--- src/rtl/vliw_pkg.sv ---
// Shared types and constants for the VLIW bundle loader.
package vliw_pkg;

    localparam int unsigned SLOT_W = 32;
    localparam int unsigned NSLOT  = 8;

    localparam logic [SLOT_W-1:0] NOP = '0;

    typedef enum logic [2:0] {
        IDLE,
        FILL,
        COMMIT,
        FIN,
        DONE
    } loader_state_e;

endpackage

--- src/rtl/bundle_packer.sv ---
// Slot counter plus insert buffer: slot 0 lands in the MSBs, clear refills the buffer with NOPs.
module bundle_packer
    import vliw_pkg::*;
#(
    parameter int unsigned SLOT_W = 32,
    parameter int unsigned NSLOT  = 8
) (
    input  logic                    clk,
    input  logic                    rst,
    input  logic                    clr,
    input  logic                    push,
    input  logic [SLOT_W-1:0]       data,
    output logic [NSLOT*SLOT_W-1:0] slots,
    output logic                    last_slot
);

    localparam int unsigned CW = (NSLOT > 1) ? $clog2(NSLOT) : 1;

    logic [CW-1:0]           cnt_q, cnt_d;
    logic [NSLOT*SLOT_W-1:0] slots_q, slots_d;

    always_comb begin
        cnt_d   = cnt_q;
        slots_d = slots_q;
        if (clr) begin
            cnt_d   = '0;
            slots_d = {NSLOT{SLOT_W'(NOP)}};
        end else if (push) begin
            cnt_d = cnt_q + CW'(1);
            for (int k = 0; k < int'(NSLOT); k++) begin
                if (cnt_q == CW'(k)) begin
                    slots_d[(NSLOT-1-k)*SLOT_W +: SLOT_W] = data;
                end
            end
        end
    end

    always_ff @(posedge clk) begin
        if (rst) begin
            cnt_q   <= '0;
            slots_q <= '0;
        end else begin
            cnt_q   <= cnt_d;
            slots_q <= slots_d;
        end
    end

    // High while the next accepted word completes the bundle.
    assign last_slot = (cnt_q == CW'(NSLOT - 1));
    assign slots     = slots_q;

endmodule

--- src/rtl/vliw_bundle_loader.sv ---
// Packs a valid/ready stream of slot words into VLIW bundles and writes them to instruction memory.
// Define VLIW_NOP_PAD_EN to add in_last, which closes a bundle early with NOP-filled tail slots.
module vliw_bundle_loader
    import vliw_pkg::*;
#(
    parameter int unsigned SLOT_W      = vliw_pkg::SLOT_W,
    parameter int unsigned NSLOT       = vliw_pkg::NSLOT,
    parameter int unsigned ADDR_W      = 32,
    parameter int unsigned ADDR_STRIDE = 8,
    parameter int unsigned CNT_W       = 16
) (
    input  logic                    clk,
    input  logic                    rst,
    input  logic                    start,
    input  logic [ADDR_W-1:0]       base_addr,
    input  logic [CNT_W-1:0]        n_bundles,
    input  logic                    in_valid,
    output logic                    in_ready,
    input  logic [SLOT_W-1:0]       in_data,
`ifdef VLIW_NOP_PAD_EN
    input  logic                    in_last,
`endif
    output logic                    imem_we,
    output logic [ADDR_W-1:0]       imem_addr,
    output logic [NSLOT*SLOT_W-1:0] imem_wdata,
    output logic                    busy,
    output logic                    done,
    output logic [CNT_W-1:0]        bundle_cnt
);

    loader_state_e           state_q, state_d;
    logic [ADDR_W-1:0]       base_q, base_d, addr_q, commit_addr;
    logic [CNT_W-1:0]        n_q, n_d, cnt_q, cnt_d;
    logic [NSLOT*SLOT_W-1:0] wdata_q, slots;
    logic                    accept, last_slot, clr, end_bundle;

    // Gating on state keeps X on in_valid/in_data outside FILL harmless.
    assign accept = in_valid && (state_q == FILL);

`ifdef VLIW_NOP_PAD_EN
    assign end_bundle = accept && (last_slot || in_last);
`else
    assign end_bundle = accept && last_slot;
`endif

    assign commit_addr = base_q + ADDR_W'(cnt_q) * ADDR_W'(ADDR_STRIDE);

    bundle_packer #(
        .SLOT_W (SLOT_W),
        .NSLOT  (NSLOT)
    ) u_packer (
        .clk       (clk),
        .rst       (rst),
        .clr       (clr),
        .push      (accept),
        .data      (in_data),
        .slots     (slots),
        .last_slot (last_slot)
    );

    always_comb begin
        state_d  = state_q;
        base_d   = base_q;
        n_d      = n_q;
        cnt_d    = cnt_q;
        clr      = 1'b0;
        in_ready = 1'b0;
        busy     = 1'b0;
        done     = 1'b0;
        case (state_q)
            IDLE, DONE: begin
                if (start) begin
                    base_d = base_addr;
                    n_d    = n_bundles;
                    cnt_d  = '0;
                    if (n_bundles != '0) begin
                        state_d = FILL;
                        clr     = 1'b1;
                    end else begin
                        state_d = FIN;
                    end
                end
            end
            FILL: begin
                in_ready = 1'b1;
                busy     = 1'b1;
                if (end_bundle) begin
                    state_d = COMMIT;
                end
            end
            COMMIT: begin
                busy  = 1'b1;
                cnt_d = cnt_q + CNT_W'(1);
                // One extra bit so the compare cannot overflow at the counter limit.
                if (({1'b0, cnt_q} + (CNT_W+1)'(1)) < {1'b0, n_q}) begin
                    state_d = FILL;
                    clr     = 1'b1;
                end else begin
                    state_d = FIN;
                end
            end
            FIN: begin
                busy    = 1'b1;
                done    = 1'b1;
                state_d = DONE;
            end
            default: state_d = IDLE;
        endcase
    end

    always_ff @(posedge clk) begin
        if (rst) begin
            state_q <= IDLE;
            base_q  <= '0;
            n_q     <= '0;
            cnt_q   <= '0;
            addr_q  <= '0;
            wdata_q <= '0;
        end else begin
            state_q <= state_d;
            base_q  <= base_d;
            n_q     <= n_d;
            cnt_q   <= cnt_d;
            if (state_q == COMMIT) begin
                addr_q  <= commit_addr;
                wdata_q <= slots;
            end
        end
    end

    // Write port shows the live bundle during COMMIT and holds it afterwards.
    assign imem_we    = (state_q == COMMIT);
    assign imem_addr  = imem_we ? commit_addr : addr_q;
    assign imem_wdata = imem_we ? slots : wdata_q;
    assign bundle_cnt = cnt_q;

endmodule
--- config.mk ---
export PLATFORM = sky130hd
export DESIGN_NAME = vliw_bundle_loader
export DESIGN_NICKNAME = d
export VERILOG_FILES = /design/src/rtl/vliw_pkg.sv /design/src/rtl/bundle_packer.sv /design/src/rtl/vliw_bundle_loader.sv
export SDC_FILE = /design/constraint.sdc
export NUM_CORES = 1
export LEC_CHECK = 0
export ABC_CLOCK_PERIOD_IN_PS = 3900
export BUFFER_PORTS_ARGS = -buffer_cell sky130_fd_sc_hd__buf_4
export CELL_PAD_IN_SITES_DETAIL_PLACEMENT = 0
export CELL_PAD_IN_SITES_GLOBAL_PLACEMENT = 1
export CORE_MARGIN = 2
export CORE_UTILIZATION = 42
export CTS_CLUSTER_SIZE = 14
export DETAILED_ROUTE_END_ITERATION = 6
export PLACE_DENSITY = 0.77
export SLEW_MARGIN = 15
export SYNTH_ARGS = -nofsm -noshare
export SYNTH_HDL_FRONTEND = slang
export SYNTH_HIERARCHICAL = 1
export SYNTH_SLANG_ARGS = --single-unit
--- constraint.sdc ---
create_clock -name clk -period 3.9 [get_ports clk]
set_input_delay 1.17 -clock clk [delete_from_list [all_inputs] [get_ports clk]]
set_output_delay 1.17 -clock clk [all_outputs]
set_load 0.02 [all_outputs]
**Word-level counts from Yosys, hierarchy flattened**

Index checks and enable logic that the tools add are counted.

- Bits in latches: 0
- Register bits: 614
- Bits in writable memories: 0
- Output and inout port bits: 308
- Memories kept: 0
- Logic and storage cells: 69
- ROM bits: 0
- Input port bits: 84

- Multiplexer cells: 16
- Add/sub/neg operators: 4
- $mul: 0
- Eq/ne operators: 13
- Div/mod/pow operators: 0
- $lt $le $gt $ge: 1
- Reduce and logical (&&, ||, !) cells: 20
- Bitwise gates (word level): 0
- Shifts and indexed selects: 0

Operator list:

| cell | count |
|---|---|
| two-way mux 256 bit | 1 |
| adder 32 x 19 -> 32 bit | 1 |
| two-way mux 32 bit | 1 |
| one-hot mux 16 bit (2 select lines) | 1 |
| AND reduction 2 bit | 11 |
| adder 16 x 1 -> 17 bit, second input constant | 1 |
| < comparator 17 x 16 -> 1 bit | 1 |
| adder 16 x 1 -> 16 bit, second input constant | 1 |
| two-way mux 16 bit | 1 |
| nonzero test 16 bit | 1 |
| equality test 3 bit, second input constant | 5 |
| equality test 3 x 2 -> 1 bit, second input constant | 4 |
| one-hot mux 3 bit (4 select lines) | 1 |
| equality test 3 x 1 -> 1 bit, second input constant | 2 |
| logical NOT 3 bit | 2 |
| two-way mux 1 bit | 6 |
| two-way mux 3 bit | 2 |
| two-way mux 2 bit | 2 |
| inequality test 2 bit, second input constant | 2 |
| OR reduction 2 bit | 2 |
| adder 3 x 1 -> 3 bit, second input constant | 1 |
| OR reduction 3 bit | 1 |
| logical AND 1 bit | 2 |
| one-hot mux 1 bit (2 select lines) | 1 |
| nonzero test 2 bit | 1 |

**Logic depth before layout (Yosys ltp)**

Gate-level depths: netlist of run 1.

- Depth after elaboration: 5
- Mapped depth: 17
- Gate-level depth less buffers: 13

**By module**

Netlist of run 1, hierarchy kept.

Modules (own cells, without submodules):

| module | area each (um^2) | seq. area each (um^2) | instances | cells each |
|---|---|---|---|---|
| vliw_bundle_loader | 15,596.2 | 7,106.8 | 1 | 2,161 |
| bundle_packer | 11,568.6 | 5,185.0 | 1 | 1,028 |

**Least setup slack after synthesis of run 1**

OpenSTA, ideal clock, no wires.

- Path type: register to output
- From: reg cnt_q[0], in the netlist bundle_cnt[0]
- To: out imem_addr[19]
- Path slack: -0.156 ns
- Stages on the path, launching flop included: 10
- Arrival: 2.886 ns
- Path buffers: 0
- Required time: 2.730 ns
- Path through: dfxtp_1 ha_1 inv_1 fa_1 and2b_4 o2111ai_4 a2111oi_4 o21a_2 nor3_1 o31ai_1

- Longest elaborated chain between the ends: 2

RTL lines:

| element | RTL line | source |
|---|---|---|
| start, declared | vliw_bundle_loader.sv:33 | `logic [CNT_W-1:0] n_q, n_d, cnt_q, cnt_d;` |
| start signal, assigned | vliw_bundle_loader.sv:123 | `cnt_q <= cnt_d;` |
| adder 32 x 19 -> 32 bit | vliw_bundle_loader.sv:46 | `assign commit_addr = base_q + ADDR_W'(cnt_q) * ADDR_W'(ADDR_STRIDE);` |
| two-way mux 32 bit | - |  |
| end, declared | vliw_bundle_loader.sv:24 | `output logic [ADDR_W-1:0] imem_addr,` |

No other way between the ends.

**Worst setup path in the final report of run 1**

- From: reg cnt_q[0], in the netlist bundle_cnt[0]
- To: out imem_addr[21]

The elaborated chain is that of the path after synthesis.

==> results of run 1 <==
[repair_timing]
action,in CTS,in global routing
buffers inserted,22,20
endpoints found under the hold margin,0,0
endpoints found under the setup margin,44,349
gates resized for setup,100,75
cloned,0,7
pin swaps,29,46
[cells in the mapped netlist (all sizes together), types with 4 or more instances]
library cell and number:
or3 8, nor2 59, nor4 8, ha 38
and2 9, o31ai 4, o211ai 5, o2111ai 6
nor3 19, a211oi 4, and3 5, xor2 7
buf 102, dfxtp 614, or3b 224, a31oi 15
a22oi 6, xnor2 15, nand3b 8, a21oi 415
nand3 98, nand4 11, a21o 12, mux2i 197
o21a 5, nand2b 4, nor3b 5, a21bo 64
o21ai 41, clkbuf 169, inv 35, nand2 937
[state kept, by name (all words and copies together), names as in the netlist]
signal          count
u_packer/cnt_q      3
n_q                16
addr_q             32
bundle_cnt         16
state_q             3
base_q             32
wdata_q           256
u_packer/slots    256
[power groups by stage]
stage	clock [W]	combinational [W]	sequential, W
after floorplan	0	0.000747	0.00651
after global placement	0	0.00111	0.00653
after detailed placement	0	0.00113	0.00653
after CTS	0.00674	0.00116	0.00639
after global routing	0.00699	0.00135	0.00640
final	0.00664	0.00127	0.00640
[cell type report]
type / count / area (µm²) / share of cell area (%)
multi-input cells: 2271 / 13900 / 40.8
flip-flops and latches: 614 / 12300 / 36.2
repair buffers: 518 / 4310 / 12.6
clock buffers: 100 / 2020 / 5.94
well taps: 855 / 1070 / 3.14
clock inverters: 22 / 289 / 0.848
inverters: 36 / 164 / 0.481
[layer usage]
| layer | vias up | GRT usage, % |
|---|---|---|
| met4 | 0 | 9.33 |
| met5 | - | 0 |
| li1 | 11454 | - |
| met3 | 127 | 4.37 |
| met2 | 792 | 45.5 |
| met1 | 11659 | 34.5 |
[worst max-delay path: cells and delay by family, from the launching register on]
| family | cells | cell delay (ps) |
|---|---|---|
| simple gates | 1 | 280 |
| buf+inv | 4 | 520 |
| compound gates | 5 | 960 |
| flops | 1 | 350 |
| fa+ha+maj | 2 | 480 |
[through the flow]
stage	total power (W)	area, µm²	setup WS [ps]	util, %	std cells
after floorplan	0.00725	27200	2.51	-	3189
after global placement	0.00764	30600	-17.0	47.6	4248
after detailed placement	0.00766	30600	-11.5	47.6	4248
after CTS	0.0143	33500	-482	52.1	4390
after global routing	0.0147	34100	-557	53.1	4416
final	0.0143	34100	-473	53.1	4416
[path summary, 6_finish.rpt]
| kind | start | to | slack, ps | cells past startpoint |
|---|---|---|---|---|
| worst max-delay path | bundle_cnt[0] | imem_addr[21] | -470 | 12 |
| worst max register to register | bundle_cnt[0] | u_packer/slots[35] | 50 | 14 |
| worst min-delay path | n_q[11] | n_q[11] | 460 | 2 |
| worst min register to register | n_q[11] | n_q[11] | 460 | 2 |
[kinds of logic after synthesis]
group,after synthesis,share of synthesized area [%]
xor+xnor,22,0.709
simple gates,1406,25.0
mux,199,7.34
compound gates,602,13.8
buf+inv,307,6.08
flops,614,45.2
fa+ha+maj,39,1.82
==> impl_metrics.sql, run 1 <==
INSERT INTO impl_metrics (metric_group, metric, value, unit) VALUES
('synthesis', 'syn_avg_cell_area', '8.52', 'µm²'),
('detailed_routing', 'drt-initial-drc-count', '1672', ''),
('synthesis', 'yosys_register_bits', '614', ''),
('pwr', 'power_density', '420', 'nW/µm²'),
('global_route', 'globalRouteOverflowTotal', '0', ''),
('sta', 'max_freq', '229', 'MHz'),
('synthesis', 'synth_ff_type', 'dfxtp_1', ''),
('sta', 'final-max-slew-violation-count', '0', ''),
('critical_path', 'critical-path-max-stage-delay', '350', 'ps'),
('sta', 'layout_setup_ws', '-473', 'ps'),
('critical_path', 'worstPathCellList', 'ha_4 > inv_2 > fa_2 > and2b_4 > o2111ai_4 > buf_4 > buf_6 > a211oi_4 > o211ai_1 > a21o_1 > a31oi_1 > buf_4', ''),
('detailed_routing', 'drt_pre_antenna_iters', '5', ''),
('clock_network', 'cts_tree', 'built', ''),
('floorplanning', 'floorplan.die.width', '258', 'µm'),
('sta', 'finalWorstPathRequiredPeriod', '4370', 'ps'),
('finish', 'final_layout_size_suffix_gt1_share', '24.8', '%'),
('clock_network', 'max-clock-path-buffers', '3', ''),
('floorplanning', 'number_of_placement_rows', '93', ''),
('global_route', 'antenna_found_initial', '1', ''),
('flow_run', 'max_cap_violations', '0', ''),
('synthesis', 'async_reset_ff_share', '0', '%'),
('global_route', 'grt_pass1_wl', '139', 'mm'),
('sta', 'skew', '28.0', 'ps'),
('detailed_routing', 'via_per_inst', '5.44', ''),
('sta', 'worst-slew-pin-transition', '1070', 'ps'),
('critical_path', 'type_of_origin_of_the_critical_path', 'flip-flop', ''),
('pwr', 'vdd_drop_max', '0.321', 'mV'),
('synthesis', 'ys_types', '79', ''),
('sta', 'holdWs', '457', 'ps'),
('floorplanning', 'chipHeight', '258', 'µm'),
('detailed_routing', 'route.top_layer_used', 'met4', ''),
('floorplanning', 'core_region_area', '64200', 'µm²'),
('place', 'gpl.final_weighted_congestion', '0.874', ''),
('critical_path', 'critical_path.slowest_cell', 'dfxtp_2', ''),
('synthesis', 'yosysTopAreaCell', 'dfxtp_1', ''),
('clock_network', 'htreeDepth', '3', ''),
('finish', 'nets', '3633', ''),
('detailed_routing', 'wl_met2', '45.9', 'mm'),
('global_route', 'first_global_vias', '23020', ''),
('pwr', 'proportion_of_power_drawn_by_combinational_gates', '8.9', '%'),
('status', 'run_status', 'complete, but fails checks', ''),
('sta', 'max_slew_margin_vs_limit', '28.2', '%'),
('critical_path', 'critical-path-top-cell-by-count', 'buf_4', ''),
('sta', 'timing.final.setup_violations', '19', ''),
('clock_network', 'clkLatencyLatePin', '620', 'ps'),
('status', 'violations', 'negative setup slack', ''),
('sta', 'post-route-period-util', '112', '%'),
('synthesis', 'post_synth_inst_count', '3189', ''),
('detailed_routing', 'route.detailed.drc', '0', ''),
('global_route', 'grt_max_degree', '156', ''),
('sta', 'setup_tns', '-4820', 'ps'),
('pwr', 'power_report.internal_total', '0.0106', 'W'),
('floorplanning', 'floorplan.initialDensity', '42.3', '%'),
('clock_network', 'numClockSinks', '614', ''),
('clock_network', 'clock_edge_transition_at_the_registers_on_the_reported_setup_and_hold_paths', '60', 'ps'),
('place', 'portBuffers', '391', ''),
('detailed_routing', 'm1WireLength', '40.0', 'mm'),
('worst_hold_path', 'min_path_type', 'flip-flop to flip-flop', ''),
('detailed_routing', 'met3RoutedLength', '5.90', 'mm'),
('critical_path', 'cp_data_arrival_time', '3200', 'ps'),
('finish', 'diodes', '0', ''),
('place', 'post-dp-hpwl', '63.4', 'mm'),
('pwr', 'switchingPower', '0.00367', 'W'),
('synthesis', 'syn_nets', '3312', ''),
('synthesis', 'yosysTopAreaCellShare', '45.2', '%'),
('floorplanning', 'pin_count', '392', ''),
('detailed_routing', 'ant_nets', '0', ''),
('synthesis', 'synthTopCellsByArea', 'dfxtp_1 45%, nand2_1 13%, mux2i_1 7.3%', ''),
('critical_path', 'timing.critical_path.required', '2730', 'ps'),
('critical_path', 'worstSetupPathType', 'flip-flop to output pin', ''),
('detailed_routing', 'routed-via-count', '24032', '');
Note: power is estimated with default switching activity, not from simulation.
==> inputs of run 2 (changes only) <==
- PLACE_DENSITY: 0.77 -> unset
- PLACE_DENSITY_LB_ADDON: unset -> 0.1
==> run 2 against run 1 <==
Against the previous run:
- the run still ends with negative setup slack left
- sequential share of layout area is essentially flat
- clock-buffer cell count rose by 5
- maximum frequency increased by 1.6%
- critical path depth down 1
- clock power rose by 4.7%
- routed wire length shrank 0.67%
- cell area fell by 0.12%
- worst hold slack is essentially flat
- sequential cell count unchanged
- cell count fell by 0.18%
- setup slack improved by 68 ps
- register-to-register slack improved by 100 ps
- critical path type unchanged
- highest routed layer is now met5
==> impl_metrics.sql, run 2 (synthesis gave the netlist of run 1 again) <==
INSERT INTO impl_metrics (metric_group, metric, value, unit) VALUES
('status', 'run_status', 'complete, but fails checks', ''),
('status', 'violations', 'negative setup slack', ''),
('worst_hold_path', 'min_delay_path_depth', '2', ''),
('place', 'gpl.final_weighted_congestion', '0.877', ''),
('detailed_routing', 'routed-via-count', '23588', ''),
('flow_run', 'max_cap_violations', '0', ''),
('floorplanning', 'floorplan.die.width', '258', 'µm'),
('sta', 'final-max-slew-violation-count', '0', ''),
('finish', 'flow.area_growth_from_synthesis', '25.3', '%'),
('clock_network', 'htreeDepth', '3', ''),
('finish', 'mostFrequentLayoutCell', 'nand2_1', ''),
('place', 'postPlaceCellArea', '30600', 'µm²'),
('pwr', 'static_leakage', '15.4', 'nW'),
('floorplanning', 'floorplan.initialDensity', '42.3', '%'),
('finish', 'num-fill-cells', '6032', ''),
('critical_path', 'timing.critical_path.to_type', 'output pin', ''),
('worst_hold_path', 'hold_path.startpoint', 'n_q[2]', ''),
('clock_network', 'clockRootBuffer', 'clkbuf_16', ''),
('critical_path', 'worst_case_register_to_register_setup_slack', '150', 'ps'),
('global_route', 'antenna_found_initial', '3', ''),
('detailed_routing', 'wirelength', '94.3', 'mm'),
('place', 'numPlacedInstances', '4252', ''),
('critical_path', 'path_max_fanout', '5', ''),
('global_route', 'grt_max_degree', '151', ''),
('floorplanning', 'core_region_area', '64200', 'µm²'),
('floorplanning', 'chipHeight', '258', 'µm'),
('pwr', 'switchingPower', '0.00365', 'W'),
('finish', 'final_layout_size_suffix_gt1_share', '24.6', '%'),
('critical_path', 'worstSetupPathType', 'flip-flop to output pin', ''),
('clock_network', 'numClockSinks', '614', ''),
('pwr', 'proportion_of_power_drawn_by_combinational_gates', '8.5', '%'),
('finish', 'fin_cells', '4408', ''),
('worst_hold_path', 'min_path_type', 'flip-flop to flip-flop', ''),
('finish', 'fin_util', '53.0', '%'),
('detailed_routing', 'drt-initial-drc-count', '1418', ''),
('detailed_routing', 'ant_nets', '0', ''),
('critical_path', 'critical_path.reg2reg.endpoint', 'u_packer/slots[163]', ''),
('place', 'portBuffers', '391', ''),
('pwr', 'seq_power_share', '43.9', '%'),
('clock_network', 'max-clock-path-buffers', '3', ''),
('critical_path', 'cp_data_arrival_time', '3130', 'ps'),
('critical_path', 'r2r-start', 'bundle_cnt[0]', ''),
('pwr', 'clock_power_share', '47.7', '%'),
('pwr', 'switching_share', '25.0', '%'),
('detailed_routing', 'drt_pre_antenna_iters', '5', ''),
('worst_hold_path', 'hold_end', 'n_q[2]', ''),
('floorplanning', 'number_of_placement_rows', '93', ''),
('place', 'post-dp-hpwl', '64.0', 'mm'),
('global_route', 'first_global_vias', '22901', ''),
('sta', 'skew', '24.7', 'ps'),
('floorplanning', 'pin_count', '392', ''),
('sta', 'max_freq', '232', 'MHz'),
('detailed_routing', 'route.detailed.drc', '0', ''),
('finish', 'nets', '3621', ''),
('detailed_routing', 'routed_wire_length_per_instance', '21.4', 'µm'),
('sta', 'timing.final.setup_violations', '15', ''),
('sta', 'grt_setup_unrepaired', 'true', ''),
('global_route', 'globalRouteTotalUtil', '27.1', '%'),
('global_route', 'grt_pass1_wl', '140', 'mm'),
('detailed_routing', 'via_per_inst', '5.35', ''),
('critical_path', 'type_of_origin_of_the_critical_path', 'flip-flop', ''),
('critical_path', 'number_of_cells_on_the_worst_reg_to_reg_path', '14', ''),
('clock_network', 'clkLatencyLatePin', '610', 'ps'),
('clock_network', 'number_of_cts_inserted_buffers', '71', ''),
('pwr', 'power_report.internal_total', '0.0109', 'W'),
('floorplanning', 'dieArea', '66700', 'µm²'),
('sta', 'layout_setup_ws', '-405', 'ps'),
('clock_network', 'clock_edge_transition_at_the_registers_on_the_reported_setup_and_hold_paths', '60', 'ps'),
('sta', 'hold_violations', '0', ''),
('finish', 'layout_common_cells', '933 x nand2_1, 600 x dfxtp_1, 465 x buf_4', ''),
('clock_network', 'cts_tree', 'built', ''),
('sta', 'worst-slew-pin-transition', '1090', 'ps'),
('sta', 'max_slew_margin_vs_limit', '26.8', '%'),
('critical_path', 'timing.critical_path.required', '2730', 'ps'),
('sta', 'finalWorstPathRequiredPeriod', '4300', 'ps'),
('finish', 'fin_area', '34000', 'µm²'),
('sta', 'post-route-period-util', '110', '%'),
('place', 'pre_cts_ws', '-18.9', 'ps'),
('pwr', 'power_density', '428', 'nW/µm²'),
('global_route', 'globalRouteOverflowTotal', '0', ''),
('pwr', 'vdd_drop_max', '0.344', 'mV');
## run 2: final cells by class
| class | count | area, µm² | area share, % |
|---|---|---|---|
| Timing Repair Buffer | 505 | 4120 | 12.1 |
| Clock inverter | 21 | 289 | 0.849 |
| Tap cell | 855 | 1070 | 3.14 |
| Clock buffer | 105 | 2160 | 6.34 |
| Multi-Input combinational cell | 2270 | 13900 | 40.9 |
| Sequential cell | 614 | 12300 | 36.2 |
| Antenna cell | 2 | 5.00 | 0.0147 |
| Inverter | 36 | 161 | 0.474 |
## run 2: worst max-delay path by stage
stage,startpoint,end,slack (ps),cells after the start
6_report,bundle_cnt[0],imem_addr[25],-400,11
2_1_floorplan,bundle_cnt[0],imem_addr[19],3,9
4_1_cts,bundle_cnt[0],imem_addr[25],-410,11
5_1_grt,bundle_cnt[0],imem_addr[25],-510,11
3_5_place_dp,bundle_cnt[0],u_packer/slots[119],-20,17
3_3_place_gp,bundle_cnt[0],u_packer/slots[107],-30,17
## run 2: stage by stage
step	total power, W	setup TNS, ps	hold slack [ps]
finish	0.0146	-3940	457
global route	0.0150	-5850	475
CTS	0.0147	-3350	460
detailed placement	0.00767	-96.6	451
global placement	0.00766	-269	447
floorplan	0.00725	0	433
## run 2: critical path, stage by stage (launching register included)
cell,delay (ps)
dfxtp_2,350
ha_4,140
inv_2,30
fa_2,340
and2b_4,280
o2111ai_4,160
a2111oi_4,400
buf_6,190
o2111ai_4,120
a21o_1,220
a31oi_2,160
buf_4,160
## run 2: power groups by stage
| stage | Combinational, W | Sequential, W | Clock [W] |
|---|---|---|---|
| 2_1_floorplan | 0.000747 | 0.00651 | 0 |
| 3_3_place_gp | 0.00113 | 0.00653 | 0 |
| 3_5_place_dp | 0.00115 | 0.00653 | 0 |
| 4_1_cts | 0.00120 | 0.00639 | 0.00708 |
| 5_1_grt | 0.00131 | 0.00640 | 0.00731 |
| 6_report | 0.00123 | 0.00640 | 0.00695 |
## run 2: what timing repair did
action                                  4_1_cts  5_1_grt
pin swaps                                    39       26
setup buffers                                18       10
gates cloned                                  1        2
endpoints found under the setup margin       39      247
resized for setup                           107       54
hold buffers                                  0        0
## run 2: layer usage
layer | GRT usage, % | share of wire [%]
met1 | 34.7 | 43
met2 | 46.0 | 48
met3 | 4.74 | 5.0
met4 | 9.33 | 3.3
met5 | 0 | 0.032
==> inputs of run 3 (changes only) <==
- CORE_UTILIZATION: 42 -> 32
==> run 3 against run 2 <==
Against the previous run:
- the flow still finishes with violations (negative setup slack)
- cell count grew 7.1%
- sequential power is essentially flat
- register-to-register slack got worse by 50 ps
- clock-buffer cell count rose by 11
- critical path type unchanged
- critical endpoint is now imem_addr[21]
==> impl_metrics.sql, run 3 (synthesis gave the netlist of run 1 again) <==
INSERT INTO impl_metrics (metric_group, metric, value, unit) VALUES
('global_route', 'grt_max_degree', '138', ''),
('global_route', 'grt.busiest_layer', 'met2', ''),
('finish', 'final_layout_size_suffix_gt1_share', '25.1', '%'),
('pwr', 'seq_power_share', '43.2', '%'),
('critical_path', 'cp_data_arrival_time', '3130', 'ps'),
('pwr', 'clock_power_share', '47.6', '%'),
('place', 'post-dp-hpwl', '69.9', 'mm'),
('finish', 'nets', '3656', ''),
('global_route', 'globalRouteTotalUtil', '22.6', '%'),
('floorplanning', 'number_of_placement_rows', '106', ''),
('critical_path', 'timing.critical_path.required', '2730', 'ps'),
('finish', 'sequential_cell_area', '12300', 'µm²'),
('floorplanning', 'floorplan.initialDensity', '32.4', '%'),
('finish', 'layout_common_cells', '932 x nand2_1, 598 x dfxtp_1, 496 x buf_4', ''),
('critical_path', 'timing.critical_path.to_type', 'output pin', ''),
('pwr', 'power_report.internal_total', '0.0110', 'W'),
('sta', 'hold_violations', '0', ''),
('sta', 'worst-slew-pin-transition', '1080', 'ps'),
('pwr', 'proportion_of_power_drawn_by_combinational_gates', '9.2', '%'),
('clock_network', 'numClockSinks', '614', ''),
('floorplanning', 'dieArea', '87200', 'µm²'),
('detailed_routing', 'routed_wire_length_per_instance', '21.8', 'µm'),
('critical_path', 'critical_path.reg2reg.endpoint', 'u_packer/slots[82]', ''),
('pwr', 'switching_share', '25.6', '%'),
('floorplanning', 'floorplan.die.width', '295', 'µm'),
('detailed_routing', 'via_per_inst', '5.02', ''),
('detailed_routing', 'ant_nets', '0', ''),
('floorplanning', 'core_region_area', '83800', 'µm²'),
('floorplanning', 'chipHeight', '295', 'µm'),
('critical_path', 'path_max_fanout', '4', ''),
('global_route', 'grt_pass1_wl', '149', 'mm'),
('detailed_routing', 'drt_pre_antenna_iters', '7', ''),
('status', 'violations', 'negative setup slack', ''),
('sta', 'grt_setup_unrepaired', 'true', ''),
('finish', 'num-fill-cells', '8574', ''),
('worst_hold_path', 'hold_end', 'n_q[0]', ''),
('sta', 'skew', '22.2', 'ps'),
('sta', 'post-route-period-util', '110', '%'),
('clock_network', 'clkLatencyLatePin', '620', 'ps'),
('critical_path', 'type_of_origin_of_the_critical_path', 'flip-flop', ''),
('critical_path', 'worstSetupPathType', 'flip-flop to output pin', ''),
('clock_network', 'cts-hold-fix-buffers', '0', ''),
('clock_network', 'max-clock-path-buffers', '3', ''),
('pwr', 'static_leakage', '15.5', 'nW'),
('finish', 'fin_area', '34700', 'µm²'),
('detailed_routing', 'routed-via-count', '23700', ''),
('sta', 'setup_tns', '-4250', 'ps'),
('pwr', 'vdd_drop_max', '0.297', 'mV'),
('clock_network', 'clockRootBuffer', 'clkbuf_16', ''),
('worst_hold_path', 'min_path_type', 'flip-flop to flip-flop', ''),
('global_route', 'globalRouteMet1Util', '29.3', '%'),
('clock_network', 'cts_tree', 'built', ''),
('sta', 'holdWs', '453', 'ps'),
('place', 'portBuffers', '391', ''),
('critical_path', 'number_of_cells_on_the_worst_reg_to_reg_path', '16', ''),
('flow_run', 'max_cap_violations', '0', ''),
('pwr', 'report.power.total', '0.0148', 'W'),
('worst_hold_path', 'min_delay_path_depth', '2', ''),
('finish', 'flow.area_growth_from_synthesis', '27.7', '%'),
('worst_hold_path', 'hold_path.startpoint', 'n_q[0]', ''),
('sta', 'finalWorstPathRequiredPeriod', '4300', 'ps'),
('global_route', 'grt.met2_usage', '38.7', '%'),
('pwr', 'power_density', '427', 'nW/µm²'),
('place', 'postPlaceCellArea', '31100', 'µm²'),
('critical_path', 'r2r-start', 'bundle_cnt[0]', ''),
('sta', 'max_slew_margin_vs_limit', '28.1', '%'),
('global_route', 'first_global_vias', '23346', ''),
('clock_network', 'number_of_cts_inserted_buffers', '74', ''),
('critical_path', 'worst_case_register_to_register_setup_slack', '100', 'ps'),
('status', 'run_status', 'complete, but fails checks', ''),
('sta', 'final-max-slew-violation-count', '0', ''),
('clock_network', 'clock_edge_transition_at_the_registers_on_the_reported_setup_and_hold_paths', '50', 'ps'),
('detailed_routing', 'wirelength', '103', 'mm'),
('sta', 'layout_setup_ws', '-402', 'ps'),
('detailed_routing', 'drt-initial-drc-count', '1316', ''),
('global_route', 'globalRouteOverflowTotal', '0', ''),
('pwr', 'switchingPower', '0.00379', 'W'),
('floorplanning', 'pin_count', '392', ''),
('place', 'gpl.final_weighted_congestion', '0.879', ''),
('sta', 'timing.final.setup_violations', '18', ''),
('global_route', 'grt_use_met3', '4.07', '%'),
('finish', 'mostFrequentLayoutCell', 'nand2_1', ''),
('clock_network', 'htreeDepth', '3', ''),
('finish', 'multiInputGateArea', '13900', 'µm²'),
('detailed_routing', 'route.detailed.drc', '0', ''),
('sta', 'max_freq', '232', 'MHz'),
('global_route', 'antenna_found_initial', '10', '');
run 3: critical path, cell delays in order, from the launching register on:
cell and delay [ps]:
dfxtp_2 350, ha_4 140, inv_2 40, fa_2 330, and2b_4 280, o2111ai_4 180
buf_4 200, a211oi_4 270, o211ai_1 140, a21o_1 190, a31oi_1 210, buf_4 180
run 3: per-stage QoR:
| stage | util, % | setup slack (ps) | instances |
|---|---|---|---|
| finish | 41.4 | -402 | 4723 |
| global route | 41.4 | -521 | 4722 |
| CTS | 40.6 | -466 | 4697 |
| detailed placement | 37.0 | 3.72 | 4545 |
| global placement | 37.0 | -12.7 | 4545 |
| floorplan | - | 2.51 | 3189 |
run 3: cell type report:
type	instances	area share (%)
multi-input cells	2272	40.1
flip-flops and latches	614	35.5
repair buffers	534	12.7
clock buffers	116	6.64
well taps	1134	4.09
clock inverters	15	0.541
inverters	36	0.437
repair inverters	1	0.0253
diodes	1	0.00722
run 3: what timing repair did:
action / CTS / global route
pin swaps: 30 / 23
cloned: 2 / 6
gates resized for setup: 85 / 76
endpoints found under the hold margin: 0 / 0
endpoints found under the setup margin: 123 / 265
buffers inserted: 20 / 19
run 3: metal layers:
metal / share of wire (%) / wire length, µm / vias up
li1: - / - / 11517
met3: 5.0 / 5150 / 124
met2: 49 / 50100 / 572
met4: 2.1 / 2190 / 6
met5: 0.036 / 37 / -
met1: 44 / 45400 / 11481
run 3: power by group through the flow:
stage | sequential (W) | clock [W] | combinational (W)
after detailed placement | 0.00653 | 0 | 0.00119
final | 0.00640 | 0.00705 | 0.00136
after CTS | 0.00640 | 0.00724 | 0.00124
after floorplan | 0.00651 | 0 | 0.000747
after global placement | 0.00653 | 0 | 0.00118
after global routing | 0.00640 | 0.00750 | 0.00145
run 3: how the worst max path moves through the flow:
stage	cells after the start	slack, ps	startpoint	end
5_1_grt	11	-520	bundle_cnt[0]	imem_addr[25]
6_report	11	-400	bundle_cnt[0]	imem_addr[21]
2_1_floorplan	9	3	bundle_cnt[0]	imem_addr[19]
4_1_cts	11	-470	bundle_cnt[0]	imem_addr[25]
3_5_place_dp	9	4	bundle_cnt[10]	imem_addr[28]
3_3_place_gp	9	-10	bundle_cnt[10]	imem_addr[28]
